`src/rtl/tilelink_ad_arbiter.sv`:
```
// Two-master TileLink-UL arbiter for the A and D channels.
// One transaction is in flight at a time. Masters are picked round-robin.
// The grant stays locked from A acceptance until the last D beat.
module tilelink_ad_arbiter #(
  parameter int BEAT_BYTES = 4,
  parameter int MAX_SIZE   = 6
) (
  input  logic        clock,
  input  logic        reset,

  input  logic        m0_a_valid,
  output logic        m0_a_ready,
  input  logic [2:0]  m0_a_bits_opcode,
  input  logic [2:0]  m0_a_bits_param,
  input  logic [3:0]  m0_a_bits_size,
  input  logic        m0_a_bits_source,
  input  logic [31:0] m0_a_bits_address,
  input  logic [3:0]  m0_a_bits_mask,
  input  logic [31:0] m0_a_bits_data,
  input  logic        m0_d_ready,
  output logic        m0_d_valid,
  output logic [2:0]  m0_d_bits_opcode,
  output logic [1:0]  m0_d_bits_param,
  output logic [3:0]  m0_d_bits_size,
  output logic        m0_d_bits_source,
  output logic        m0_d_bits_sink,
  output logic [1:0]  m0_d_bits_addr_lo,
  output logic [31:0] m0_d_bits_data,
  output logic        m0_d_bits_error,

  input  logic        m1_a_valid,
  output logic        m1_a_ready,
  input  logic [2:0]  m1_a_bits_opcode,
  input  logic [2:0]  m1_a_bits_param,
  input  logic [3:0]  m1_a_bits_size,
  input  logic        m1_a_bits_source,
  input  logic [31:0] m1_a_bits_address,
  input  logic [3:0]  m1_a_bits_mask,
  input  logic [31:0] m1_a_bits_data,
  input  logic        m1_d_ready,
  output logic        m1_d_valid,
  output logic [2:0]  m1_d_bits_opcode,
  output logic [1:0]  m1_d_bits_param,
  output logic [3:0]  m1_d_bits_size,
  output logic        m1_d_bits_source,
  output logic        m1_d_bits_sink,
  output logic [1:0]  m1_d_bits_addr_lo,
  output logic [31:0] m1_d_bits_data,
  output logic        m1_d_bits_error,

  output logic        s_a_valid,
  input  logic        s_a_ready,
  output logic [2:0]  s_a_bits_opcode,
  output logic [2:0]  s_a_bits_param,
  output logic [3:0]  s_a_bits_size,
  output logic        s_a_bits_source,
  output logic [31:0] s_a_bits_address,
  output logic [3:0]  s_a_bits_mask,
  output logic [31:0] s_a_bits_data,

  input  logic        s_d_valid,
  output logic        s_d_ready,
  input  logic [2:0]  s_d_bits_opcode,
  input  logic [1:0]  s_d_bits_param,
  input  logic [3:0]  s_d_bits_size,
  input  logic        s_d_bits_source,
  input  logic        s_d_bits_sink,
  input  logic [1:0]  s_d_bits_addr_lo,
  input  logic [31:0] s_d_bits_data,
  input  logic        s_d_bits_error,

  output logic        owner,
  output logic        busy
);

  localparam int       CNT_W      = MAX_SIZE - 1;
  localparam int       BEAT_SHIFT = $clog2(BEAT_BYTES);
  localparam logic [2:0] OP_GET   = 3'd4;

  typedef enum logic [1:0] {IDLE, ARB, REQ, RESP} state_t;

  state_t             state;
  state_t             state_next;
  logic               prio;
  logic [2:0]         op_opcode;
  logic [3:0]         op_size;
  logic [CNT_W-1:0]   beat_cnt;
  logic [CNT_W-1:0]   beats;
  logic [3:0]         eff_size;
  logic               last;

  logic               a_valid_sel;
  logic [2:0]         a_opcode_sel;
  logic [3:0]         a_size_sel;
  logic               d_ready_sel;
  logic               a_fire;
  logic               d_fire;

  assign a_valid_sel  = owner ? m1_a_valid       : m0_a_valid;
  assign a_opcode_sel = owner ? m1_a_bits_opcode : m0_a_bits_opcode;
  assign a_size_sel   = owner ? m1_a_bits_size   : m0_a_bits_size;
  assign d_ready_sel  = owner ? m1_d_ready       : m0_d_ready;
  assign a_fire       = (state == REQ)  && a_valid_sel && s_a_ready;
  assign d_fire       = (state == RESP) && s_d_valid && d_ready_sel;
  assign busy         = (state != IDLE);

  // Burst length of the latched op: only Get returns multiple beats; oversize clamps to MAX_SIZE
  always_comb begin
    eff_size = (op_size > 4'(MAX_SIZE)) ? 4'(MAX_SIZE) : op_size;
    beats    = CNT_W'(1);
    if (op_opcode == OP_GET && eff_size > 4'(BEAT_SHIFT))
      beats = CNT_W'(1) << (eff_size - 4'(BEAT_SHIFT));
  end

  assign last = ((beat_cnt + CNT_W'(1)) == beats);

  // State register
  always_ff @(posedge clock or negedge reset) begin
    if (!reset) state <= IDLE;
    else        state <= state_next;
  end

  // Next-state logic; ARB exists so the path mux only ever sees a registered owner
  always_comb begin
    state_next = state;
    case (state)
      IDLE: if (m0_a_valid || m1_a_valid) state_next = ARB;
      ARB:  state_next = REQ;
      REQ: begin
        if (a_fire)            state_next = RESP;
        else if (!a_valid_sel) state_next = IDLE;
      end
      RESP: if (d_fire && last) state_next = IDLE;
      default: state_next = IDLE;
    endcase
  end

  // Grant, round-robin priority, latched op and beat counter
  always_ff @(posedge clock or negedge reset) begin
    if (!reset) begin
      owner     <= 1'b0;
      prio      <= 1'b0;
      op_opcode <= '0;
      op_size   <= '0;
      beat_cnt  <= '0;
    end else begin
      if (state == IDLE) begin
        if (m0_a_valid && m1_a_valid) owner <= prio;
        else if (m1_a_valid)          owner <= 1'b1;
        else if (m0_a_valid)          owner <= 1'b0;
      end
      if (a_fire) begin
        op_opcode <= a_opcode_sel;
        op_size   <= a_size_sel;
        beat_cnt  <= '0;
        prio      <= ~owner;
      end else if (d_fire && !last) begin
        beat_cnt  <= beat_cnt + CNT_W'(1);
      end
    end
  end

  // Path muxes driven from registered owner and state; unselected paths read as zero
  always_comb begin
    s_a_valid         = 1'b0;
    s_a_bits_opcode   = '0;
    s_a_bits_param    = '0;
    s_a_bits_size     = '0;
    s_a_bits_source   = 1'b0;
    s_a_bits_address  = '0;
    s_a_bits_mask     = '0;
    s_a_bits_data     = '0;
    m0_a_ready        = 1'b0;
    m1_a_ready        = 1'b0;
    s_d_ready         = 1'b0;
    m0_d_valid        = 1'b0;
    m0_d_bits_opcode  = '0;
    m0_d_bits_param   = '0;
    m0_d_bits_size    = '0;
    m0_d_bits_source  = 1'b0;
    m0_d_bits_sink    = 1'b0;
    m0_d_bits_addr_lo = '0;
    m0_d_bits_data    = '0;
    m0_d_bits_error   = 1'b0;
    m1_d_valid        = 1'b0;
    m1_d_bits_opcode  = '0;
    m1_d_bits_param   = '0;
    m1_d_bits_size    = '0;
    m1_d_bits_source  = 1'b0;
    m1_d_bits_sink    = 1'b0;
    m1_d_bits_addr_lo = '0;
    m1_d_bits_data    = '0;
    m1_d_bits_error   = 1'b0;
    case (state)
      REQ: begin
        if (owner) begin
          s_a_valid        = m1_a_valid;
          s_a_bits_opcode  = m1_a_bits_opcode;
          s_a_bits_param   = m1_a_bits_param;
          s_a_bits_size    = m1_a_bits_size;
          s_a_bits_source  = m1_a_bits_source;
          s_a_bits_address = m1_a_bits_address;
          s_a_bits_mask    = m1_a_bits_mask;
          s_a_bits_data    = m1_a_bits_data;
          m1_a_ready       = s_a_ready;
        end else begin
          s_a_valid        = m0_a_valid;
          s_a_bits_opcode  = m0_a_bits_opcode;
          s_a_bits_param   = m0_a_bits_param;
          s_a_bits_size    = m0_a_bits_size;
          s_a_bits_source  = m0_a_bits_source;
          s_a_bits_address = m0_a_bits_address;
          s_a_bits_mask    = m0_a_bits_mask;
          s_a_bits_data    = m0_a_bits_data;
          m0_a_ready       = s_a_ready;
        end
      end
      RESP: begin
        if (owner) begin
          m1_d_valid        = s_d_valid;
          m1_d_bits_opcode  = s_d_bits_opcode;
          m1_d_bits_param   = s_d_bits_param;
          m1_d_bits_size    = s_d_bits_size;
          m1_d_bits_source  = s_d_bits_source;
          m1_d_bits_sink    = s_d_bits_sink;
          m1_d_bits_addr_lo = s_d_bits_addr_lo;
          m1_d_bits_data    = s_d_bits_data;
          m1_d_bits_error   = s_d_bits_error;
          s_d_ready         = m1_d_ready;
        end else begin
          m0_d_valid        = s_d_valid;
          m0_d_bits_opcode  = s_d_bits_opcode;
          m0_d_bits_param   = s_d_bits_param;
          m0_d_bits_size    = s_d_bits_size;
          m0_d_bits_source  = s_d_bits_source;
          m0_d_bits_sink    = s_d_bits_sink;
          m0_d_bits_addr_lo = s_d_bits_addr_lo;
          m0_d_bits_data    = s_d_bits_data;
          m0_d_bits_error   = s_d_bits_error;
          s_d_ready         = m0_d_ready;
        end
      end
      default: ;
    endcase
  end

endmodule
```
`config.mk`:
```
export PLATFORM = sky130hd
export DESIGN_NAME = tilelink_ad_arbiter
export DESIGN_NICKNAME = d
export VERILOG_FILES = /design/src/rtl/tilelink_ad_arbiter.sv
export SDC_FILE = /design/constraint.sdc
export NUM_CORES = 1
export LEC_CHECK = 0
export BUFFER_PORTS_ARGS = -buffer_cell sky130_fd_sc_hd__buf_2
export CAP_MARGIN = 20
export CORE_AREA = 2 2 150 152
export CTS_CLUSTER_SIZE = 8
export DETAILED_ROUTE_END_ITERATION = 6
export DIE_AREA = 0 0 152 154
export PLACE_DENSITY_LB_ADDON = 0.05
export SYNTH_ARGS = -nofsm -noshare
export SYNTH_HDL_FRONTEND = slang
export SYNTH_SLANG_ARGS = --single-unit
```
`constraint.sdc`:
```
create_clock -name clock -period 2.3 [get_ports clock]
set_clock_uncertainty 0.15 [all_clocks]
set_input_delay 0.69 -clock clock [delete_from_list [all_inputs] [get_ports clock]]
set_output_delay 0.69 -clock clock [all_outputs]
set_load 0.02 [all_outputs]
```
Word level (Yosys, flattened, before mapping)
Index checks and enable logic that the tools add are counted.
Storage, ports and cells
  word-level logic and storage cells: 106
  bits of input ports: 212
  flip-flop bits (word level): 16
  output and inout port bits: 179
Operators by class
  $add $sub $neg: 2
  magnitude comparators: 2
  shift-type cells: 1
  mux-type cells: 70
  reductions and logical operators: 16
  equality and inequality tests: 8
  bitwise operators: 1
Operators with widths (number)
  2-to-1 mux 32 bit: 8
  2-to-1 mux 4 bit: 9
  2-to-1 mux 1 bit: 29
  2-to-1 mux 2 bit: 12
  2-to-1 mux 3 bit: 8
  2-to-1 mux 5 bit: 3
  logical AND 1 bit: 8
  one-hot mux 2 bit (4 select lines): 1
  adder 5 x 1 -> 5 bit, second input constant: 1
  == test 5 bit: 1
  << shifter 1 x 4 -> 5 bit, first input constant: 1
  == test 2 bit, second input constant: 2
  > comparator 4 x 2 -> 1 bit, second input constant: 1
  > comparator 4 x 3 -> 1 bit, second input constant: 1
  nonzero test 2 bit: 2
  subtractor 4 x 2 -> 4 bit, second input constant: 1
  == test 3 bit, second input constant: 1
  inequality test 3 bit, second input constant: 1
  AND reduction 3 bit: 1
  nonzero test 3 bit: 1
  == test 2 x 1 -> 1 bit, second input constant: 1
  zero test 2 bit: 1
  inequality test 2 x 1 -> 1 bit, second input constant: 1
  inequality test 2 bit, second input constant: 1
  other kinds (4): 4

Depth between registers and ports, before layout
Gate-level depths: netlist of the first run.
  depth in word-level cells: 10
  mapped depth: 8

Least setup slack after synthesis of the first run
No wires, ideal clock.
  path kind: register -> output
  from: register owner
  to: output s_a_bits_address[26]
  arrival time: 1771 ps
  data required time: 1460 ps
  cell stages (with the launch flop): 6
  buffers on the path: 3
  slack: -311 ps
  cells stage by stage: dfrtp_1 buf_2 clkbuf_1 buf_1 mux2i_1 nor2_1
On the way
  cells in the longest elaborated chain, start to end: 2
RTL lines
  start: declaration: line 72  | output logic owner,
  start signal: assignment: line 148  | if (m0_a_valid && m1_a_valid) owner <= prio;
  2-to-1 mux 32 bit: line 196  | if (owner) begin
  2-to-1 mux 32 bit: line 194  | case (state)
  end: declaration: line 57  | output logic [31:0] s_a_bits_address,
No other way between the ends.

Worst setup path after layout of the first run
  from: register owner
  to: output s_a_bits_size[3]
On the way
  cells in the longest elaborated chain, start to end: 2
RTL lines
  2-to-1 mux 4 bit: line 196
  2-to-1 mux 4 bit: line 194
  end: declaration: line 55  | output logic [3:0] s_a_bits_size,
No other way between the ends.

==> results of run 1 <==
[cell usage after synthesis]
master    instances  area (um^2)
and4bb_2          2         25.0
o211ai_1          3         22.5
nand3_1           4         20.0
and3_1            1         6.26
mux2i_1          86          861
dfrtp_1          16          400
nand4b_1          1         8.76
nor2_1           84          315
o21ai_0          11         55.1
a2111o_1          2         22.5
nand2b_1          1         6.26
a21o_2            1         8.76
buf_2             7         35.0
a211oi_1          2         15.0
nor3b_4           1         18.8
clkbuf_1         22         82.6
nor3_1            1         5.00
and4b_1           1         10.0
a311o_2           1         11.3
xnor2_1           4         35.0
nand4_1           2         12.5
a31oi_1           2         12.5
o211a_1           1         10.0
a21o_1            2         15.0
nand2_1          16         60.1
a21oi_1           3         15.0
inv_1             4         15.0
nor3b_1           2         15.0
and2_1           94          588
ha_1              2         25.0
a21boi_4          1         18.8
o22a_1            1         8.76
buf_1             2         7.51
nor2_2            1         6.26
nor2b_1           2         12.5
o31ai_1           2         15.0
[cells by family (layout without fill, tap and decap cells)]
kind of cell / after synthesis / in the layout / synth area share
AND/OR/NAND/NOR: 213 / 214 / 0.396
multiplexers: 86 / 86 / 0.307
flip-flops: 16 / 16 / 0.143
adder cells (fa/ha/maj): 2 / 2 / 0.00893
XOR/XNOR: 4 / 4 / 0.0125
buffers and inverters: 35 / 446 / 0.0500
AO/OA/AOI/OAI: 32 / 32 / 0.0822
other: 0 / 1 / 0
[final cells by class]
cell class	count	area, um^2	area share
multi-input cells	338	2760	0.434
repair buffers	438	2720	0.429
flip-flops and latches	16	407	0.0641
well taps	280	350	0.0552
clock buffers	4	88.8	0.0140
inverters	4	15.0	0.00237
diodes	1	2.50	0.000395
[routing by layer]
metal,part of all wire,global-route usage
met2,0.56,0.257
met5,0,0
met1,0.34,0.128
met4,0.011,0.0209
met3,0.087,0.0344
[power by group through the flow]
stage          sequential, uW  clock (uW)  combinational, uW
4_1_cts                   546         387               6100
6_report                  541         374               6540
3_5_place_dp              542           0               5540
5_1_grt                   566         406               6990
2_1_floorplan             497           0               3460
3_3_place_gp              537           0               5550
[repair_timing]
action / CTS / global route
setup endpoints to repair: 172 / 183
cloned: 1 / 0
gates resized for setup: 70 / 77
buffers inserted: 13 / 2
hold endpoints to repair: 0 / 0
pin swaps: 3 / 6
[final timing paths]
kind	startpoint	endpoint	slack (ns)	cells after the start
max	owner	s_a_bits_size[3]	-0.09	5
min	reset	op_size[2]	0.21	1
max reg2reg	beat_cnt[1]	beat_cnt[1]	0.12	8
min reg2reg	op_opcode[2]	op_opcode[2]	0.34	2
max in group asynchronous	reset	owner	1.48	1
min in group clock	op_opcode[2]	op_opcode[2]	0.34	2
[state kept, by name (all words and copies together) (netlist names)]
signal / cells
beat_cnt: 5
op_opcode: 3
op_size: 4
owner: 1
prio: 1
state: 2
[metrics by stage]
step	instance area [um^2]	hold WS, ns	power, uW	std cells
2_1_floorplan	3010	0.244	3960	388
3_3_place_gp	5590	0.326	6090	1060
5_1_grt	6340	0.246	7960	1081
4_1_cts	6020	0.231	7040	1078
3_5_place_dp	5590	0.334	6080	1060
6_report	6340	0.214	7450	1081
==> results.py, run 1 <==
metrics = {
    "routing": {
        "first_pass_iters": 4,
        "routed_wl_um": 16000,
        "vias": 4299,
        "wl_per_cell_um": 14.8,
        "drc": 0,
        "first_iter_violations": 125,
        "drtAntennaViolNets": 0,
        "viasPerCell": 3.98,
    },
    "global_route": {
        "antenna_found_initial": 1,
        "grt_max_degree": 48,
        "grt_pass1_vias": 4336,
        "grt_pass1_wl_um": 23800,
        "grt_util_all_layers": 0.126,
        "grt.overflow.total": 0,
    },
    "run": {
        "drv_cap": 0,
    },
    "logic_synthesis": {
        "avgSynthCellArea_um2": 7.22,
        "synth_cell_types": 36,
        "seq_area_frac_synth": 0.143,
        "ys_warn_count": 0,
        "synthesis.area_um2": 2800,
        "syn_nets": 602,
        "synth-seq-cells": 16,
        "syn_inst": 388,
    },
    "timing": {
        "fin_ws_ns": -0.0892,
        "fin_crit_sh": 1.04,
        "min_period_ns": 2.39,
        "max_freq_mhz": 419,
        "drv_slew": 0,
        "final_hold_viol_count": 0,
        "worst_slew_pin_slew_ns": 0.387,
        "fin_tns_setup_ns": -3.54,
        "max_slew_margin": 0.742,
        "rsz0062_at_grt": "true",
        "setup_viol": 108,
    },
    "pwr": {
        "cellPowerDensity_nw_per_um2": 1180,
        "intPower_uw": 3700,
        "clkPwrFrac": 0.050,
        "vdd_drop_max_uv": 391,
        "p_seq_frac": 0.073,
        "power_switching_uw": 3750,
        "leakage_uw": 0.00348,
        "switching_share": 0.503,
        "combPwrFrac": 0.877,
    },
    "setup_path": {
        "setup.worst_path.start_class": "register",
        "arrival_ns": 1.55,
        "critical-path-top-delay-family": "flip-flops",
        "cp_data_required_time_ns": 1.46,
        "crit_path_max_fanout": 16,
        "crit_type": "reg2out",
        "cpMaxStageDelayCell": "dfrtp_4",
        "cp_cell_sequence": "buf_12, buf_12, mux2i_4, nor2_1, buf_4",
        "crit_top_cell": "buf_12",
        "cp.buffers_inverters": 3,
        "slowest_delay_ns": 0.53,
        "critPathCaptureType": "output port",
    },
    "cells_and_area": {
        "drive_above_1_share": 0.744,
        "final_cell_mix": "buf_2 (337), nor2_2 (69), and2_1 (64), buf_4 (55), mux2i_1 (54)",
        "utilization": 0.292,
        "final_common_cell": "buf_2",
        "final.fill_count": 2404,
        "nets": 1015,
        "area_growth_pct": 126,
    },
    "clock_tree": {
        "numCtsBuffers": 3,
        "cts_tree": "done",
        "clockBufferDepth": 2,
        "htree_num_levels": 1,
        "cts.clk_slew.worst_paths_ns": 0.05,
        "cts_sinks": 16,
        "clk_latency_ns": 0.25,
        "root_buffer": "clkbuf_16",
        "postCtsHoldBufs": 0,
    },
    "run_status": {
        "violations": "negative setup slack",
        "outcome": "finished with violations",
    },
    "placed_design": {
        "place.port_buffers": 390,
        "dp_slack_ns": -0.105,
        "place_hpwl_um": 13800,
        "gp_congestion": 0.860,
    },
    "floorplanning": {
        "start_util": 0.129,
        "dieArea_um2": 23400,
        "rows": 54,
        "coreArea_um2": 21700,
        "die_y_um": 154,
        "ios": 391,
        "die_w_um": 152,
    },
    "min_path": {
        "hold_path_class": "in2async",
    },
}
Power figures use the tool's default switching activity.
==> run 2, diff against run 1 <==
Settings changed: PLACE_DENSITY_LB_ADDON 0.05 to default, SKIP_LAST_GASP from default to 1.
==> run 2 against run 1 <==
Highest routed layer unchanged. Clock power shrank 7.2%. Critical endpoint is now s_a_bits_address[19]. Cell count fell by 0.83%. Critical path type unchanged. Wire length shrank 9.8%. Sequential power is essentially flat. The run still ends with negative setup slack left.
==> results.py, run 2 (same netlist as run 1, synthesis figures left out) <==
metrics = {
    "setup_path": {
        "cp_cell_sequence": "buf_12, buf_12, mux2i_4, nor2_2, buf_2",
        "cpMaxStageDelayCell": "dfrtp_4",
        "reg2reg_depth": 8,
        "r2r_start": "op_size[3]",
        "critPathCaptureType": "output port",
        "crit_path_max_fanout": 22,
        "reg2reg_slack_ns": 0.11,
        "critical-path-top-delay-family": "buffers and inverters",
        "cp.buffers_inverters": 3,
        "rr_endpoint": "beat_cnt[4]",
        "cp_data_required_time_ns": 1.46,
        "crit_type": "reg2out",
        "slowest_delay_ns": 0.41,
        "arrival_ns": 1.58,
        "crit_top_cell": "buf_12",
        "setup.worst_path.start_class": "register",
    },
    "clock_tree": {
        "clockBufferDepth": 2,
        "cts_sinks": 16,
        "htree_num_levels": 1,
        "clk_latency_ns": 0.25,
        "postCtsHoldBufs": 0,
        "cts_tree": "done",
        "root_buffer": "clkbuf_16",
        "cts.clk_slew.worst_paths_ns": 0.05,
        "numCtsBuffers": 3,
    },
    "floorplanning": {
        "rows": 54,
        "dieArea_um2": 23400,
        "coreArea_um2": 21700,
        "ios": 391,
        "start_util": 0.129,
        "die_y_um": 154,
        "die_w_um": 152,
    },
    "pwr": {
        "clkPwrFrac": 0.050,
        "cellPowerDensity_nw_per_um2": 1140,
        "leakage_uw": 0.00339,
        "intPower_uw": 3290,
        "combPwrFrac": 0.872,
        "p_seq_frac": 0.078,
        "vdd_drop_max_uv": 453,
        "switching_share": 0.526,
        "total_power_uw": 6930,
        "power_switching_uw": 3650,
    },
    "routing": {
        "routed_wl_um": 14400,
        "drc": 0,
        "drtAntennaViolNets": 0,
        "vias": 4246,
        "wl_per_cell_um": 13.5,
        "first_iter_violations": 206,
        "viasPerCell": 3.96,
        "first_pass_iters": 4,
    },
    "run_status": {
        "violations": "negative setup slack",
        "outcome": "finished with violations",
    },
    "timing": {
        "min_period_ns": 2.42,
        "drv_slew": 0,
        "timing.hold.ws_ns": 0.207,
        "fin_ws_ns": -0.116,
        "fin_crit_sh": 1.05,
        "setup_viol": 166,
        "worst_slew_pin_slew_ns": 0.382,
        "max_freq_mhz": 414,
        "rsz0062_at_grt": "true",
        "max_slew_margin": 0.745,
        "final_hold_viol_count": 0,
    },
    "run": {
        "drv_cap": 0,
    },
    "global_route": {
        "grt.overflow.total": 0,
        "grt_max_degree": 48,
        "grt_pass1_wl_um": 21100,
        "grt_util_all_layers": 0.109,
        "grt_pass1_vias": 4049,
        "antenna_found_initial": 0,
    },
    "cells_and_area": {
        "fin_cells": 1072,
        "area_growth_pct": 117,
        "final_cell_mix": "buf_2 (337), buf_4 (76), and2_1 (64), nor2_2 (64), mux2i_1 (60)",
        "top_regs": "beat_cnt (5), op_size (4), op_opcode (3)",
        "nets": 1007,
        "n_antenna_cell": 0,
        "final_common_cell": "buf_2",
        "drive_above_1_share": 0.731,
        "utilization": 0.280,
        "largest_reg_flops": 5,
        "regMostFlops": "beat_cnt",
    },
    "placed_design": {
        "gp_congestion": 0.803,
        "placed_cells": 1056,
        "place_hpwl_um": 11700,
        "place.port_buffers": 390,
    },
    "min_path": {
        "hold_path_class": "in2async",
    },
}
[run 2: cell count changes in the layout (fill, tap and decap cells not counted), moves of 4 or more]
| cell | previous run | this run |
|---|---|---|
| mux2i_4 | 6 | 2 |
| nor2_4 | 1 | 6 |
| buf_6 | 34 | 9 |
| buf_4 | 55 | 76 |
| buf_12 | 12 | 4 |
| nor2_2 | 69 | 64 |
| mux2i_1 | 54 | 60 |
[run 2: power by group through the flow]
| stage | registers (uW) | clock network [uW] | logic (uW) |
|---|---|---|---|
| floorplan | 497 | 0 | 3460 |
| global placement | 511 | 0 | 5250 |
| detailed placement | 514 | 0 | 5290 |
| CTS | 522 | 353 | 5660 |
| global route | 554 | 369 | 6470 |
| finish | 540 | 347 | 6040 |
[run 2: stage by stage]
stage	worst slack, ns	setup TNS, ns	instance area, um^2
finish	-0.116	-10.05	6080
global route	-0.169	-20.89	6080
CTS	-0.110	-9.87	5830
detailed placement	-0.0168	-0.0168	5480
global placement	0.00348	0	5480
floorplan	-0.0123	-0.0123	3010
[run 2: routing by layer]
metal / wire [um] / GRT usage / up-vias
li1: - / - / 2108
met1: 5910 / 0.130 / 1903
met2: 7510 / 0.211 / 229
met3: 912 / 0.0144 / 6
met4: 96 / 0.0129 / 0
met5: 0 / 0 / -
[run 2: cell type report]
cell class              instances  area [um^2]
multi-input cells             338         2680
fillers                      2330        15600
flip-flops and latches         16          408
well taps                     280          350
clock buffers                   4         78.8
repair buffers                430         2540
inverters                       4         15.0
[run 2: how the worst max path moves through the flow]
stage | from | to | depth (start not counted) | slack (ns)
finish | owner | s_a_bits_address[19] | 5 | -0.12
global route | owner | m0_d_bits_data[30] | 6 | -0.17
CTS | owner | s_a_bits_data[7] | 5 | -0.11
detailed placement | op_size[3] | state[1] | 8 | -0.02
global placement | op_size[3] | state[1] | 8 | 0.003
floorplan | owner | s_a_bits_address[26] | 5 | -0.01
[run 2: timing repair]
item | CTS | global route
setup buffers | 5 | 3
cloned | 2 | 2
hold endpoints to repair | 0 | 0
setup endpoints to repair | 160 | 183
pin swaps | 1 | 7
gates resized for setup | 68 | 49
==> run 3, diff against run 2 <==
--- a/config.mk
+++ b/config.mk
@@ -12,4 +12,5 @@
 export DETAILED_ROUTE_END_ITERATION = 6
 export DIE_AREA = 0 0 152 154
+export HOLD_SLACK_MARGIN = 0.05
 export SKIP_LAST_GASP = 1
 export SYNTH_ARGS = -nofsm -noshare
--- a/constraint.sdc
+++ b/constraint.sdc
@@ -3,3 +3,3 @@
 set_input_delay 0.69 -clock clock [delete_from_list [all_inputs] [get_ports clock]]
 set_output_delay 0.69 -clock clock [all_outputs]
-set_load 0.02 [all_outputs]
+set_load 0.005 [all_outputs]
==> run 3 against run 2 <==
The flow still finishes with violations (negative setup slack). Non-clock buffer count increased by 10. Flip-flop and latch count stayed put. Count of clock-buffer cells in the layout unchanged. Worst hold slack worse by 0.0012 ns. Critical path type unchanged. Largest power group unchanged.
==> results.py, run 3 (same netlist as run 1, synthesis figures left out) <==
metrics = {
    "cells_and_area": {
        "final_cell_mix": "buf_2 (353), nor2_1 (76), mux2i_1 (65), and2_1 (59), buf_6 (42)",
        "n_antenna_cell": 0,
        "regMostFlops": "beat_cnt",
        "drive_above_1_share": 0.655,
        "top_regs": "beat_cnt (5), op_size (4), op_opcode (3)",
        "stdcell_area_um2": 6300,
        "area_growth_pct": 125,
        "largest_reg_flops": 5,
        "fin_cells": 1081,
        "nets": 1016,
        "final_common_cell": "buf_2",
        "utilization": 0.291,
    },
    "floorplanning": {
        "die_y_um": 154,
        "dieArea_um2": 23400,
        "start_util": 0.129,
        "coreArea_um2": 21700,
        "ios": 391,
        "die_w_um": 152,
        "rows": 54,
    },
    "setup_path": {
        "rr_endpoint": "beat_cnt[4]",
        "r2r_start": "beat_cnt[1]",
        "crit_path_start": "owner",
        "reg2reg_slack_ns": 0.16,
        "critPathCaptureType": "output port",
        "setup.worst_path.start_class": "register",
        "cp_data_required_time_ns": 1.46,
        "crit_path_end": "m0_d_bits_data[0]",
        "arrival_ns": 1.58,
        "reg2reg_depth": 7,
        "crit_type": "reg2out",
        "crit_path_max_fanout": 11,
    },
    "timing": {
        "max_freq_mhz": 413,
        "drv_slew": 0,
        "rsz0062_at_grt": "true",
        "fin_crit_sh": 1.05,
        "worst_slew_pin_slew_ns": 0.379,
        "setup_viol": 163,
        "max_slew_margin": 0.746,
        "final_hold_viol_count": 0,
        "min_period_ns": 2.42,
        "fin_ws_ns": -0.118,
    },
    "pwr": {
        "clkPwrFrac": 0.056,
        "switching_share": 0.427,
        "p_seq_frac": 0.085,
        "vdd_drop_max_uv": 439,
        "total_power_uw": 6260,
        "power_switching_uw": 2670,
        "intPower_uw": 3580,
        "combPwrFrac": 0.859,
        "leakage_uw": 0.00357,
        "cellPowerDensity_nw_per_um2": 993,
    },
    "global_route": {
        "grt_util_all_layers": 0.114,
        "grt_pass1_wl_um": 21600,
        "use_met3": 0.0225,
        "antenna_found_initial": 2,
        "grt_pass1_vias": 3883,
        "met2_usage": 0.219,
        "grtUsageMet1": 0.136,
        "busiest_layer": "met2",
        "grt_max_degree": 48,
        "grt.overflow.total": 0,
    },
    "run": {
        "drv_cap": 0,
    },
    "placed_design": {
        "place_hpwl_um": 12200,
        "placed_cells": 1052,
        "gp_congestion": 0.849,
        "placed_cell_area_um2": 5250,
        "place.port_buffers": 390,
    },
    "routing": {
        "wl_per_cell_um": 15.0,
        "vias": 4389,
        "first_pass_iters": 5,
        "routed_wl_um": 16200,
        "viasPerCell": 4.06,
        "drtAntennaViolNets": 0,
        "drc": 0,
        "first_iter_violations": 162,
    },
    "clock_tree": {
        "numCtsBuffers": 3,
        "root_buffer": "clkbuf_16",
        "cts.clk_slew.worst_paths_ns": 0.05,
        "clockBufferDepth": 2,
        "cts_tree": "done",
        "cts_sinks": 16,
        "htree_num_levels": 1,
        "postCtsHoldBufs": 0,
        "clk_latency_ns": 0.25,
    },
    "run_status": {
        "outcome": "finished with violations",
        "violations": "negative setup slack",
    },
    "min_path": {
        "hold_path_class": "in2async",
    },
}
## run 3: cell types whose count changed in the layout (fill, tap and decap cells not counted), moves of 4 or more
cell,before,now
clkbuf_16,5,9
buf_4,76,25
and2_1,64,59
mux2i_2,24,14
nor2_1,15,76
nor2_2,64,6
mux2i_1,60,65
mux2i_4,2,7
buf_6,9,42
and2_2,30,0
buf_2,337,353
and2_4,0,35
## run 3: how the worst min path moves through the flow
stage | cells after the start | slack (ns) | start | to
after floorplan | 0 | 0.24 | reset | beat_cnt[0]
after global placement | 2 | 0.32 | prio | prio
after detailed placement | 2 | 0.32 | prio | prio
after CTS | 1 | 0.22 | reset | owner
after global routing | 1 | 0.24 | reset | state[0]
final | 1 | 0.21 | reset | owner
## run 3: critical path: stages, from the launching register on
cell       delay, ns
dfrtp_4         0.50
buf_6           0.15
nor2_4          0.12
buf_12          0.16
clkbuf_16       0.16
and2_1          0.12
buf_2           0.11
## run 3: metrics by stage
stage | setup WS (ns) | hold WS, ns | setup TNS (ns)
floorplan | 0.0541 | 0.244 | 0
global placement | -0.0211 | 0.315 | -0.0211
detailed placement | -0.0200 | 0.320 | -0.0271
CTS | -0.133 | 0.217 | -6.50
global route | -0.166 | 0.236 | -17.42
finish | -0.118 | 0.205 | -9.27
## run 3: power groups by stage
stage / sequential (uW) / clock (uW) / combinational, uW
4_1_cts: 514 / 350 / 4540
3_5_place_dp: 536 / 0 / 3960
6_report: 533 / 349 / 5380
2_1_floorplan: 487 / 0 / 2190
3_3_place_gp: 529 / 0 / 3920
5_1_grt: 545 / 365 / 5790
## run 3: repair_timing
item | in CTS | in global routing
setup endpoints to repair | 80 | 184
gates cloned | 4 | 7
pin swaps | 2 | 44
gates resized for setup | 25 | 112
setup buffers | 10 | 4
## run 3: per-layer routing
layer | wire [um] | up-vias | share of wire
met2 | 8420 | 276 | 0.52
met5 | 13 | - | 0.00080
met1 | 6370 | 1966 | 0.39
li1 | - | 2128 | -
met4 | 300 | 2 | 0.018
met3 | 1120 | 17 | 0.069
## run 3: layout make-up
type                       count  area, um^2
clock buffer                   4        78.8
sequential                    16         405
multi-input combinational    337        2570
inverter                       4        15.0
tap                          280         350
fill                        2290       15400
timing repair buffer         440        2880
